File: src/rtl/sent_tx_pulse_gen.sv
// sent_tx_pulse_gen: turns per-period SENT commands into the tick-timed line waveform
module sent_tx_pulse_gen #(
    parameter int TICK_DIV   = 3,
    parameter int LOW_TICKS  = 5,
    parameter int SYNC_TICKS = 56,
    parameter int NIB_BASE   = 12,
    parameter int PAUSE_MIN  = 12,
    parameter int PAUSE_MAX  = 768
) (
    input  logic       clk_tx,
    input  logic       reset_tx,
    input  logic       sync,
    input  logic       pause,
    input  logic       pulse,
    input  logic       idle,
    input  logic [3:0] data_nibble,
    input  logic [9:0] pause_len,
    output logic       sent_out,
    output logic       pulse_done,
    output logic       busy,
    output logic       cmd_err
);
    localparam logic [7:0] DIV_LAST = 8'(TICK_DIV - 1);
    localparam logic [9:0] LOW_LAST = 10'(LOW_TICKS - 1);
    localparam logic [9:0] SYNC_LEN = 10'(SYNC_TICKS);
    localparam logic [9:0] NIB_LEN  = 10'(NIB_BASE);
    localparam logic [9:0] P_MIN    = 10'(PAUSE_MIN);
    localparam logic [9:0] P_MAX    = 10'(PAUSE_MAX);

    typedef enum logic [1:0] {IDLE, LOW, HIGH} state_t;

    state_t     state_q;
    logic [7:0] div_q;
    logic [9:0] tick_q;
    logic [9:0] len_q;
    logic       sent_q;
    logic       done_q;
    logic       busy_q;
    logic       err_q;

    logic       tick_end;
    logic       cmd_any;
    logic       sample;
    logic       period_end;
    logic       cmd_bad;
    logic [9:0] tick_inc;
    logic [9:0] pause_clamp;
    logic [9:0] len_d;

    assign tick_end    = div_q == DIV_LAST;
    assign cmd_any     = (sync | pause | pulse) & ~idle;
    assign tick_inc    = tick_q + 10'd1;
    assign sample      = state_q == LOW && tick_end && tick_q == LOW_LAST;
    assign period_end  = state_q == HIGH && tick_end && tick_q == len_q - 10'd1;
    assign cmd_bad     = ~((sync ^ pause ^ pulse) & ~(sync & pause & pulse));
    assign pause_clamp = pause_len < P_MIN ? P_MIN : pause_len > P_MAX ? P_MAX : pause_len;
    assign len_d       = sync ? SYNC_LEN : pause ? pause_clamp : pulse ? NIB_LEN + {6'd0, data_nibble} : NIB_LEN;

    assign sent_out   = sent_q;
    assign pulse_done = done_q;
    assign busy       = busy_q;
    assign cmd_err    = err_q;

    // Period FSM: prescaler, tick counter, command sampling and registered line outputs
    always_ff @(posedge clk_tx or posedge reset_tx) begin
        if (reset_tx) begin
            state_q <= IDLE;
            div_q   <= 8'd0;
            tick_q  <= 10'd0;
            len_q   <= 10'd0;
            sent_q  <= 1'b1;
            done_q  <= 1'b0;
            busy_q  <= 1'b0;
            err_q   <= 1'b0;
        end else begin
            err_q  <= 1'b0;
            div_q  <= tick_end ? 8'd0 : div_q + 8'd1;
            tick_q <= tick_end ? tick_inc : tick_q;
            case (state_q)
                IDLE: begin
                    div_q  <= 8'd0;
                    tick_q <= 10'd0;
                    if (cmd_any) begin
                        state_q <= LOW;
                        sent_q  <= 1'b0;
                        busy_q  <= 1'b1;
                    end
                end
                LOW: begin
                    if (sample) begin
                        state_q <= HIGH;
                        len_q   <= len_d;
                        err_q   <= cmd_bad;
                        sent_q  <= 1'b1;
                        done_q  <= tick_inc == len_d - 10'd1;
                    end
                end
                HIGH: begin
                    if (period_end) begin
                        done_q <= 1'b0;
                        div_q  <= 8'd0;
                        tick_q <= 10'd0;
                        if (cmd_any) begin
                            state_q <= LOW;
                            sent_q  <= 1'b0;
                        end else begin
                            state_q <= IDLE;
                            busy_q  <= 1'b0;
                        end
                    end else if (tick_end && tick_inc == len_q - 10'd1) begin
                        done_q <= 1'b1;
                    end
                end
                default: state_q <= IDLE;
            endcase
        end
    end
endmodule
File: config.mk
export PLATFORM = sky130hd
export DESIGN_NAME = sent_tx_pulse_gen
export DESIGN_NICKNAME = d
export VERILOG_FILES = /design/src/rtl/sent_tx_pulse_gen.sv
export SDC_FILE = /design/constraint.sdc
export NUM_CORES = 1
export LEC_CHECK = 0
export CAP_MARGIN = 20
export CORE_MARGIN = 1.5
export CORE_UTILIZATION = 29
export CTS_BUF_LIST = sky130_fd_sc_hd__clkbuf_8
export CTS_CLUSTER_DIAMETER = 100
export DETAILED_ROUTE_END_ITERATION = 10
export SLEW_MARGIN = 20
export SYNTH_ARGS = -nofsm -noshare
export SYNTH_HDL_FRONTEND = slang
export SYNTH_SLANG_ARGS = --single-unit
File: constraint.sdc
create_clock -name clk_tx -period 2.4 [get_ports clk_tx]
set_input_delay 0.36 -clock clk_tx [delete_from_list [all_inputs] [get_ports clk_tx]]
set_output_delay 0.36 -clock clk_tx [all_outputs]
set_load 0.05 [all_outputs]
==> flow_metrics.tcl, run 1 <==
set metrics [dict create \
    clock_latency_ns 0.30 \
    synth_edf_count 0 \
    ys_ff_latch 34 \
    fin_crit_sh_pct 104.0 \
    cp-start-kind "register" \
    vias 2734 \
    postPlaceCellArea_um2 3745 \
    pin_count 24 \
    finalHoldViolations 0 \
    yosys-top-cells-area "dfrtp_1 28%, xnor2_1 11%, xor2_1 6.3%" \
    synth_top_cell_by_area "dfrtp_1" \
    grt_max_degree 35 \
    fmax_mhz 400.6 \
    clk_path_buf_depth 2 \
    seq_area_frac_synth_pct 29.12 \
    required_ns 2.59 \
    synthArstFlopShare_pct 100.0 \
    finalSetupViolations 13 \
    core_area_um2 9774 \
    first_iter_violations 85 \
    fp-row-count 36 \
    synth_nets 367 \
    violations "setup timing" \
    port-buffer-count 23 \
    drt_wl_total_mm 8.239 \
    synth_area_um2 2927 \
    grt_first_pass_wirelength_mm 13.90 \
    die_h_um 103.5 \
    drv_cap 0 \
    worstPathArrival_ns 2.68 \
    ant_nets 0 \
    synth_ff_type "dfrtp_1" \
    wl_per_cell_um 14.66 \
    syn_avg_cell_area_um2 8.762 \
    grt.total_usage_pct 16.84 \
    slew_headroom_pct 53.61 \
    dieArea_um2 10700 \
    ys_warn_count 0 \
    layout_min_cycle_time_ns 2.497 \
    skew_ns 0.009383 \
    gp_congestion 0.8511 \
    h-tree-depth 2 \
    synth_top_family_by_area "simple AND/OR/NAND/NOR gates" \
    layout_common_cells "73 x buf_4, 39 x nor2_1, 34 x xnor2_1, 31 x dfrtp_1, 26 x nand2_1" \
    grt-ovfl-total 0 \
    grt_pass1_vias 2860 \
    synth_cell_type_count 69 \
    synth_xor_area_share_pct 19.58 \
    synthAdderAreaFrac_pct 5.558 \
    r2r_cells 9 \
    numCtsBuffers 5 \
    clockRootBuffer "clkbuf_8" \
    critPathCaptureType "register" \
    fin_area_um2 4207 \
    fp.dieW_um 103.5 \
    hp-class "in2async" \
    area_delta_synth_final_pct 43.74 \
    power.density_nw_per_um2 547.2 \
    rsz0062_at_grt "true" \
    criticalPathCategory "reg2reg" \
    p_leak_uw 0.001862 \
    start_util_pct 29.94 \
    nets 460 \
    clk_pin_slew_ns 0.08 \
    synthSimpleGateAreaFrac_pct 25.01 \
    numClockSinks 34 \
    ir_drop_v 0.0006006 \
    synthMuxAreaShare_pct 0.8978 \
    cts_tree "built" \
    worst_slew_pin_slew_ns 0.6862 \
    layout_commonest_cell "buf_4" \
    syn_inst 334 \
    outcome "finished with violations" \
    detail_route.first_pass.iterations 4 \
    drive_gt1_share_pct 35.75 \
    path_max_fanout 4 \
    finalSetupTns_ns -0.5749 \
    drc 0 \
    antenna_found_initial 1 \
    fillers 970 \
    worst_slack_ns -0.09655 \
    via_per_inst 4.865 \
    slew_viol_final 0 \
    synth_top_area_share_pct 28.22 \
    holdBufCountCts 0 \
    dp_hpwl_mm 5.986 \
    synth_compound_area_share_pct 15.09 \
]
report_power, final:
part           switching [µW]  total, µW  internal [µW]  leakage [µW]
logic                     601       1150            552       0.00140
clock network             229        426            197     0.0000491
registers                77.0        722            645      0.000409
total                     908       2300           1390       0.00186
flip-flops by register name, summed over array words and instances (netlist names):
signal      cells
len_q          10
sent_out        1
div_q           8
cmd_err         1
pulse_done      1
tick_q         10
state_q         2
busy            1
worst max-delay path, stage by stage (launching register included):
cell      delay [ns]
dfrtp_1         0.42
nor4_4          0.29
buf_4           0.18
nand3_4         0.09
xnor2_4         0.17
nand2b_4        0.16
o41ai_4         0.43
nand2_2         0.14
a21o_1          0.19
mux2_4          0.29
path summary, 6_finish.rpt:
check | start | slack [ns] | endpoint
max reg2reg | len_q[5] | -0.1 | state_q[1]
max | len_q[5] | -0.1 | state_q[1]
min reg2reg | div_q[0] | 0.52 | div_q[0]
max in group asynchronous | reset_tx | 1.59 | len_q[1]
min in group clk_tx | div_q[0] | 0.52 | div_q[0]
min | reset_tx | 0.46 | tick_q[0]
metrics by stage:
step / power [µW] / instances / setup slack [ns] / utilization, % / hold slack (ns)
3_3_place_gp: 1680 / 538 / -0.6384 / 38.31 / 0.4930
5_1_grt: 2447 / 561 / -0.1991 / 43.01 / 0.5342
3_5_place_dp: 1693 / 538 / -0.7170 / 38.31 / 0.5085
4_1_cts: 2130 / 557 / -0.03400 / 41.73 / 0.4822
6_report: 2302 / 562 / -0.09655 / 43.04 / 0.4580
2_1_floorplan: 1322 / 334 / 0.01184 / - / 0.4596
cells in the mapped netlist (5+ instances only):
| library cell | instances |
|---|---|
| a21o_1 | 5 |
| ha_1 | 13 |
| nand2_1 | 26 |
| inv_1 | 14 |
| nor2_1 | 40 |
| xor2_1 | 21 |
| xnor2_1 | 38 |
| clkbuf_1 | 7 |
| o21ai_0 | 6 |
| nor3_1 | 9 |
| a21oi_1 | 8 |
| dfrtp_1 | 33 |
| nand3_1 | 20 |
cells by family (layout without fill, tap and decap cells):
logic type	Yosys count	in the layout
AO/OA/AOI/OAI	56	56
XOR/XNOR	62	62
adder cells (fa/ha/maj)	13	13
buffers and inverters	29	123
flip-flops	34	34
multiplexers	2	2
other	0	1
AND/OR/NAND/NOR	138	138
layout make-up:
| class | count | area, µm² | share of cell area (%) |
|---|---|---|---|
| diodes | 1 | 2.502 | 0.05949 |
| clock buffers | 5 | 68.82 | 1.636 |
| clock inverters | 3 | 13.76 | 0.3272 |
| flip-flops and latches | 34 | 854.6 | 20.32 |
| inverters | 14 | 52.55 | 1.249 |
| repair buffers | 101 | 845.8 | 20.11 |
| multi-input cells | 271 | 2202 | 52.35 |
| well taps | 133 | 166.4 | 3.956 |
what timing repair did:
action                     in CTS  in global routing
pin swaps                      30                  7
gates resized for setup        57                 17
cloned                          0                  1
setup buffers                  11                  3
setup endpoints to repair      14                 15
metal layers:
layer  global-route usage (%)  wire length [µm]  share of wire (%)
met1                    21.40              3868                 47
met2                    28.81              3971                 48
met3                    3.763               288                3.5
met4                    4.574               110                1.3
met5                        0                 0                  0
Note: power is estimated with default switching activity, not from simulation.
==> inputs of run 2 (changes only) <==
- CORE_ASPECT_RATIO: unset -> 0.5
==> flow_metrics.tcl, run 2 (synthesis results as in run 1) <==
set metrics [dict create \
    path_cells "inv_1 > ha_2 > buf_4 > nand2_1 > xnor2_2 > nand3_2 > o41ai_4 > nand2_2 > a21o_1 > mux2_4" \
    multiInputGateArea_um2 2118 \
    clock_latency_ns 0.30 \
    die_h_um 74.04 \
    crit_end "state_q[1]" \
    violations "setup timing" \
    drt_wl_total_mm 7.655 \
    wl_met3_um 246 \
    grt_first_pass_wirelength_mm 12.79 \
    gp_congestion 0.9144 \
    area_delta_synth_final_pct 41.04 \
    grt_pass1_vias 2613 \
    layout_common_cells "69 x buf_4, 40 x nor2_1, 34 x xnor2_1, 32 x dfrtp_1, 26 x nand2_1" \
    dieArea_um2 10740 \
    slew_headroom_pct 62.88 \
    numCtsBuffers 5 \
    worst_slew_pin_slew_ns 0.5427 \
    skew_ns 0.007397 \
    largestRegisters "len_q x10, tick_q x10, div_q x8" \
    diodes 0 \
    clockRootBuffer "clkbuf_8" \
    h-tree-depth 2 \
    p_leak_uw 0.001853 \
    area.sequential_um2 853.3 \
    numClockSinks 34 \
    routedLengthMet1_mm 3.961 \
    required_ns 2.59 \
    r2r_start "len_q[1]" \
    postPlaceCellArea_um2 3777 \
    cp_slowest_stage_delay_ns 0.45 \
    fin_crit_sh_pct 101.1 \
    detail_route.first_pass.iterations 4 \
    finalSetupViolations 2 \
    power.density_nw_per_um2 576.5 \
    drc 0 \
    fmax_mhz 412.0 \
    fin_area_um2 4128 \
    fp-row-count 25 \
    regToRegSetupSlack_ns -0.03 \
    dp_hpwl_mm 5.943 \
    r2r_cells 10 \
    criticalPathCategory "reg2reg" \
    nets 456 \
    pin_count 24 \
    top_layer_used "met4" \
    r2r_end "state_q[1]" \
    start_util_pct 30.38 \
    vias 2677 \
    drive_gt1_share_pct 32.78 \
    fp.dieW_um 145.1 \
    layout_commonest_cell "buf_4" \
    hp-class "in2async" \
    slew_viol_final 0 \
    slowest_stage "o41ai_4" \
    drv_cap 0 \
    rsz0062_at_grt "true" \
    dp_slack_ns -0.6774 \
    cts_tree "built" \
    worstPathArrival_ns 2.62 \
    final_util_pct 42.84 \
    clk_path_buf_depth 2 \
    path_depth 10 \
    critical_path.startpoint "len_q[1]" \
    finalHoldViolations 0 \
    ir_drop_v 0.0004374 \
    cp.buffers_inverters 2 \
    critical_path.top_delay_family "compound AO/OA/AOI/OAI gates" \
    core_area_um2 9634 \
    via_per_inst 4.789 \
    critPathCaptureType "register" \
    outcome "finished with violations" \
    path_max_fanout 3 \
    clk_pin_slew_ns 0.08 \
    grt.total_usage_pct 15.09 \
    ant_nets 0 \
    wl_per_cell_um 13.69 \
    worst_slack_ns -0.02704 \
    fillers 966 \
    cp-start-kind "register" \
    layout_min_cycle_time_ns 2.427 \
    grt_max_degree 35 \
    wl_met2_mm 3.337 \
    antenna_found_initial 0 \
    first_iter_violations 93 \
    grt-ovfl-total 0 \
    port-buffer-count 23 \
]
-- run 2: where the power goes --
group / switching [µW] / internal, µW
Sequential: 77.9 / 647
Combinational: 532 / 443
Clock: 237 / 443
Total: 847 / 1530
-- run 2: cell type report --
class / count / share of cell area (%)
multi-input cells: 271 / 51.32
flip-flops and latches: 34 / 20.67
repair buffers: 97 / 19.19
well taps: 135 / 4.092
clock buffers: 6 / 2.001
clock inverters: 2 / 1.455
inverters: 14 / 1.273
-- run 2: routing by layer --
layer  global-route usage [%]  up-vias
met1                    20.87     1278
met3                    2.393       11
met2                    24.56       47
li1                         -     1341
met4                    4.875        0
met5                        0        -
-- run 2: worst min-delay path by stage --
| stage | slack [ns] | depth (start not counted) | end |
|---|---|---|---|
| after floorplan | 0.46 | 2 | len_q[9] |
| after global placement | 0.51 | 1 | div_q[0] |
| after detailed placement | 0.51 | 2 | len_q[9] |
| after CTS | 0.47 | 3 | div_q[0] |
| after global routing | 0.52 | 3 | div_q[3] |
| final | 0.46 | 3 | div_q[0] |
-- run 2: timing repair --
item | CTS | global route
gates resized for setup | 43 | 9
gates cloned | 0 | 0
hold buffers | 0 | 0
setup buffers | 7 | 0
pin swaps | 30 | 4
setup endpoints to repair | 13 | 15
-- run 2: tightest hold or removal path: stages --
cell	delay, ns
clkdlybuf4s50_1	0.39
inv_1	0.05
buf_4	0.39
-- run 2: through the flow --
step	total power, µW	hold slack, ns	cells	TNS (ns)
6_report	2380	0.4551	559	-0.02817
5_1_grt	2540	0.5207	559	-1.277
4_1_cts	2396	0.4701	559	0
3_5_place_dp	1698	0.5109	544	-1.273
3_3_place_gp	1694	0.5090	544	-1.010
2_1_floorplan	1322	0.4596	334	0
==> inputs of run 3 (changes only) <==
- ABC_CLOCK_PERIOD_IN_PS: unset -> 2400
- CAP_MARGIN: 20 -> unset
- CORE_UTILIZATION: 29 -> 54
- PLACE_DENSITY: unset -> 0.78
==> flow_metrics.tcl, run 3 (synthesis results as in run 1) <==
set metrics [dict create \
    outcome "finished with violations" \
    clk_pin_slew_ns 0.09 \
    nets 456 \
    drv_cap 0 \
    clk_path_buf_depth 2 \
    p_leak_uw 0.001832 \
    cp-start-kind "register" \
    grt_max_degree 35 \
    slowest_stage "o41ai_4" \
    worst_slew_pin_slew_ns 0.5967 \
    dieArea_um2 5897 \
    numClockSinks 34 \
    hp-class "in2async" \
    fp.dieW_um 107.1 \
    worstPathArrival_ns 2.69 \
    clockRootBuffer "clkbuf_8" \
    fp-row-count 18 \
    p_switching_uw 957.2 \
    skew_ns 0.01783 \
    largestRegisters "len_q x10, tick_q x10, div_q x8" \
    slew_viol_final 0 \
    slew_headroom_pct 59.95 \
    power.share.switching_pct 39.14 \
    drt_wl_total_mm 9.483 \
    layout_commonest_cell "buf_4" \
    detail_route.first_pass.iterations 5 \
    core_area_um2 5067 \
    antenna_found_initial 0 \
    wl_per_cell_um 19.20 \
    die_h_um 55.06 \
    via_per_inst 6.049 \
    diodes 0 \
    layout_common_cells "71 x buf_4, 40 x nor2_1, 33 x xnor2_1, 30 x dfrtp_1, 25 x nand2_1" \
    postPlaceCellArea_um2 3628 \
    fmax_mhz 397.8 \
    grt.total_usage_pct 30.05 \
    ant_nets 0 \
    fin_area_um2 4116 \
    clock_latency_ns 0.31 \
    dp_cells 470 \
    grt-ovfl-total 0 \
    seq_power_share_pct 29.8 \
    h-tree-depth 2 \
    vias 2988 \
    gp_congestion 0.9292 \
    multiInputGateArea_um2 2218 \
    grt_pass1_vias 2766 \
    first_iter_violations 215 \
    p_clk_share_pct 22.7 \
    drc 0 \
    drive_gt1_share_pct 38.92 \
    start_util_pct 57.75 \
    fillers 291 \
    p_int_uw 1489 \
    port-buffer-count 23 \
    fin_crit_sh_pct 104.7 \
    violations "setup timing" \
    area_delta_synth_final_pct 40.66 \
    finalSetupViolations 14 \
    dp_hpwl_mm 5.939 \
    area.sequential_um2 855.8 \
    path_cells "inv_2 > ha_4 > xnor2_2 > nor3_2 > nand3_2 > o41ai_4 > nand2_2 > a21o_1 > mux2_4" \
    critPathCaptureType "register" \
    worst_slack_ns -0.1138 \
    layout_min_cycle_time_ns 2.514 \
    rsz0062_at_grt "true" \
    required_ns 2.58 \
    power.density_nw_per_um2 594.1 \
    numCtsBuffers 5 \
    p_comb_share_pct 47.6 \
    cts_tree "built" \
    ir_drop_v 0.0005327 \
    grt_first_pass_wirelength_mm 13.29 \
    p_total_uw 2446 \
    path_max_fanout 3 \
    instances_no_fill 494 \
    cp_slowest_stage_delay_ns 0.48 \
    finalHoldViolations 0 \
    criticalPathCategory "reg2reg" \
    pin_count 24 \
]
[run 3: cell types whose count changed in the layout (fill, tap and decap cells not counted), sizes merged, moves of 2 or more]
cell,before,now
clkinvlp,0,2
buf,74,80
clkdlybuf4s50,8,6
dlygate4sd2,13,4
clkdlybuf4s15,1,3
[run 3: power groups by stage]
stage / registers (µW) / clock network, µW / logic [µW]
final: 728 / 554 / 1160
after floorplan: 795 / 0 / 527
after global routing: 739 / 581 / 1240
after detailed placement: 731 / 0 / 947
after CTS: 727 / 556 / 988
after global placement: 723 / 0 / 917
[run 3: stage by stage]
stage	utilization, %	hold WS (ns)	setup WS (ns)	TNS [ns]
floorplan	-	0.4596	0.01184	0
global placement	71.60	0.4818	-0.5785	-0.5924
detailed placement	71.60	0.5062	-0.6774	-0.7120
CTS	78.54	0.4624	-0.002647	-0.002647
global route	81.23	0.5254	-0.1990	-1.631
finish	81.23	0.4507	-0.1138	-0.4618
[run 3: worst paths after layout]
| path | depth (start not counted) | from | slack, ns | end |
|---|---|---|---|---|
| setup / recovery | 9 | len_q[1] | -0.11 | state_q[1] |
| hold / removal | 3 | reset_tx | 0.45 | div_q[2] |
| setup reg to reg | 9 | len_q[1] | -0.11 | state_q[1] |
| hold reg to reg | 1 | div_q[0] | 0.51 | div_q[0] |
| max in group asynchronous | 3 | reset_tx | 1.59 | sent_out |
| min in group clk_tx | 1 | div_q[0] | 0.51 | div_q[0] |
[run 3: worst max-delay path, delay by kind of cell (launching register included)]
| family | cells | cell delay (ns) |
|---|---|---|
| simple gates | 3 | 0.50 |
| fa+ha+maj | 1 | 0.22 |
| compound gates | 2 | 0.68 |
| mux | 1 | 0.29 |
| buf+inv | 1 | 0.10 |
| xor+xnor | 1 | 0.14 |
| flops | 1 | 0.46 |
[run 3: routing by layer]
| layer | up-vias | GRT usage (%) | wire [µm] |
|---|---|---|---|
| met5 | - | 0 | 0 |
| met4 | 0 | 9.778 | 380 |
| met3 | 43 | 5.855 | 748 |
| met2 | 165 | 54.56 | 4506 |
| met1 | 1445 | 37.29 | 3848 |
| li1 | 1335 | - | - |
[run 3: final cells by class]
cell class	instances	area share [%]
timing repair buffer	97	19.15
sequential	34	20.79
clock buffer	5	1.672
clock inverter	3	1.094
multi-input combinational	271	53.89
inverter	14	1.277
tap	70	2.128
[run 3: repair_timing]
item,CTS,global route
endpoints found under the setup margin,2,15
hold buffers,0,0
pin swaps,31,18
gates cloned,0,1
resized for setup,76,30
setup buffers,11,4
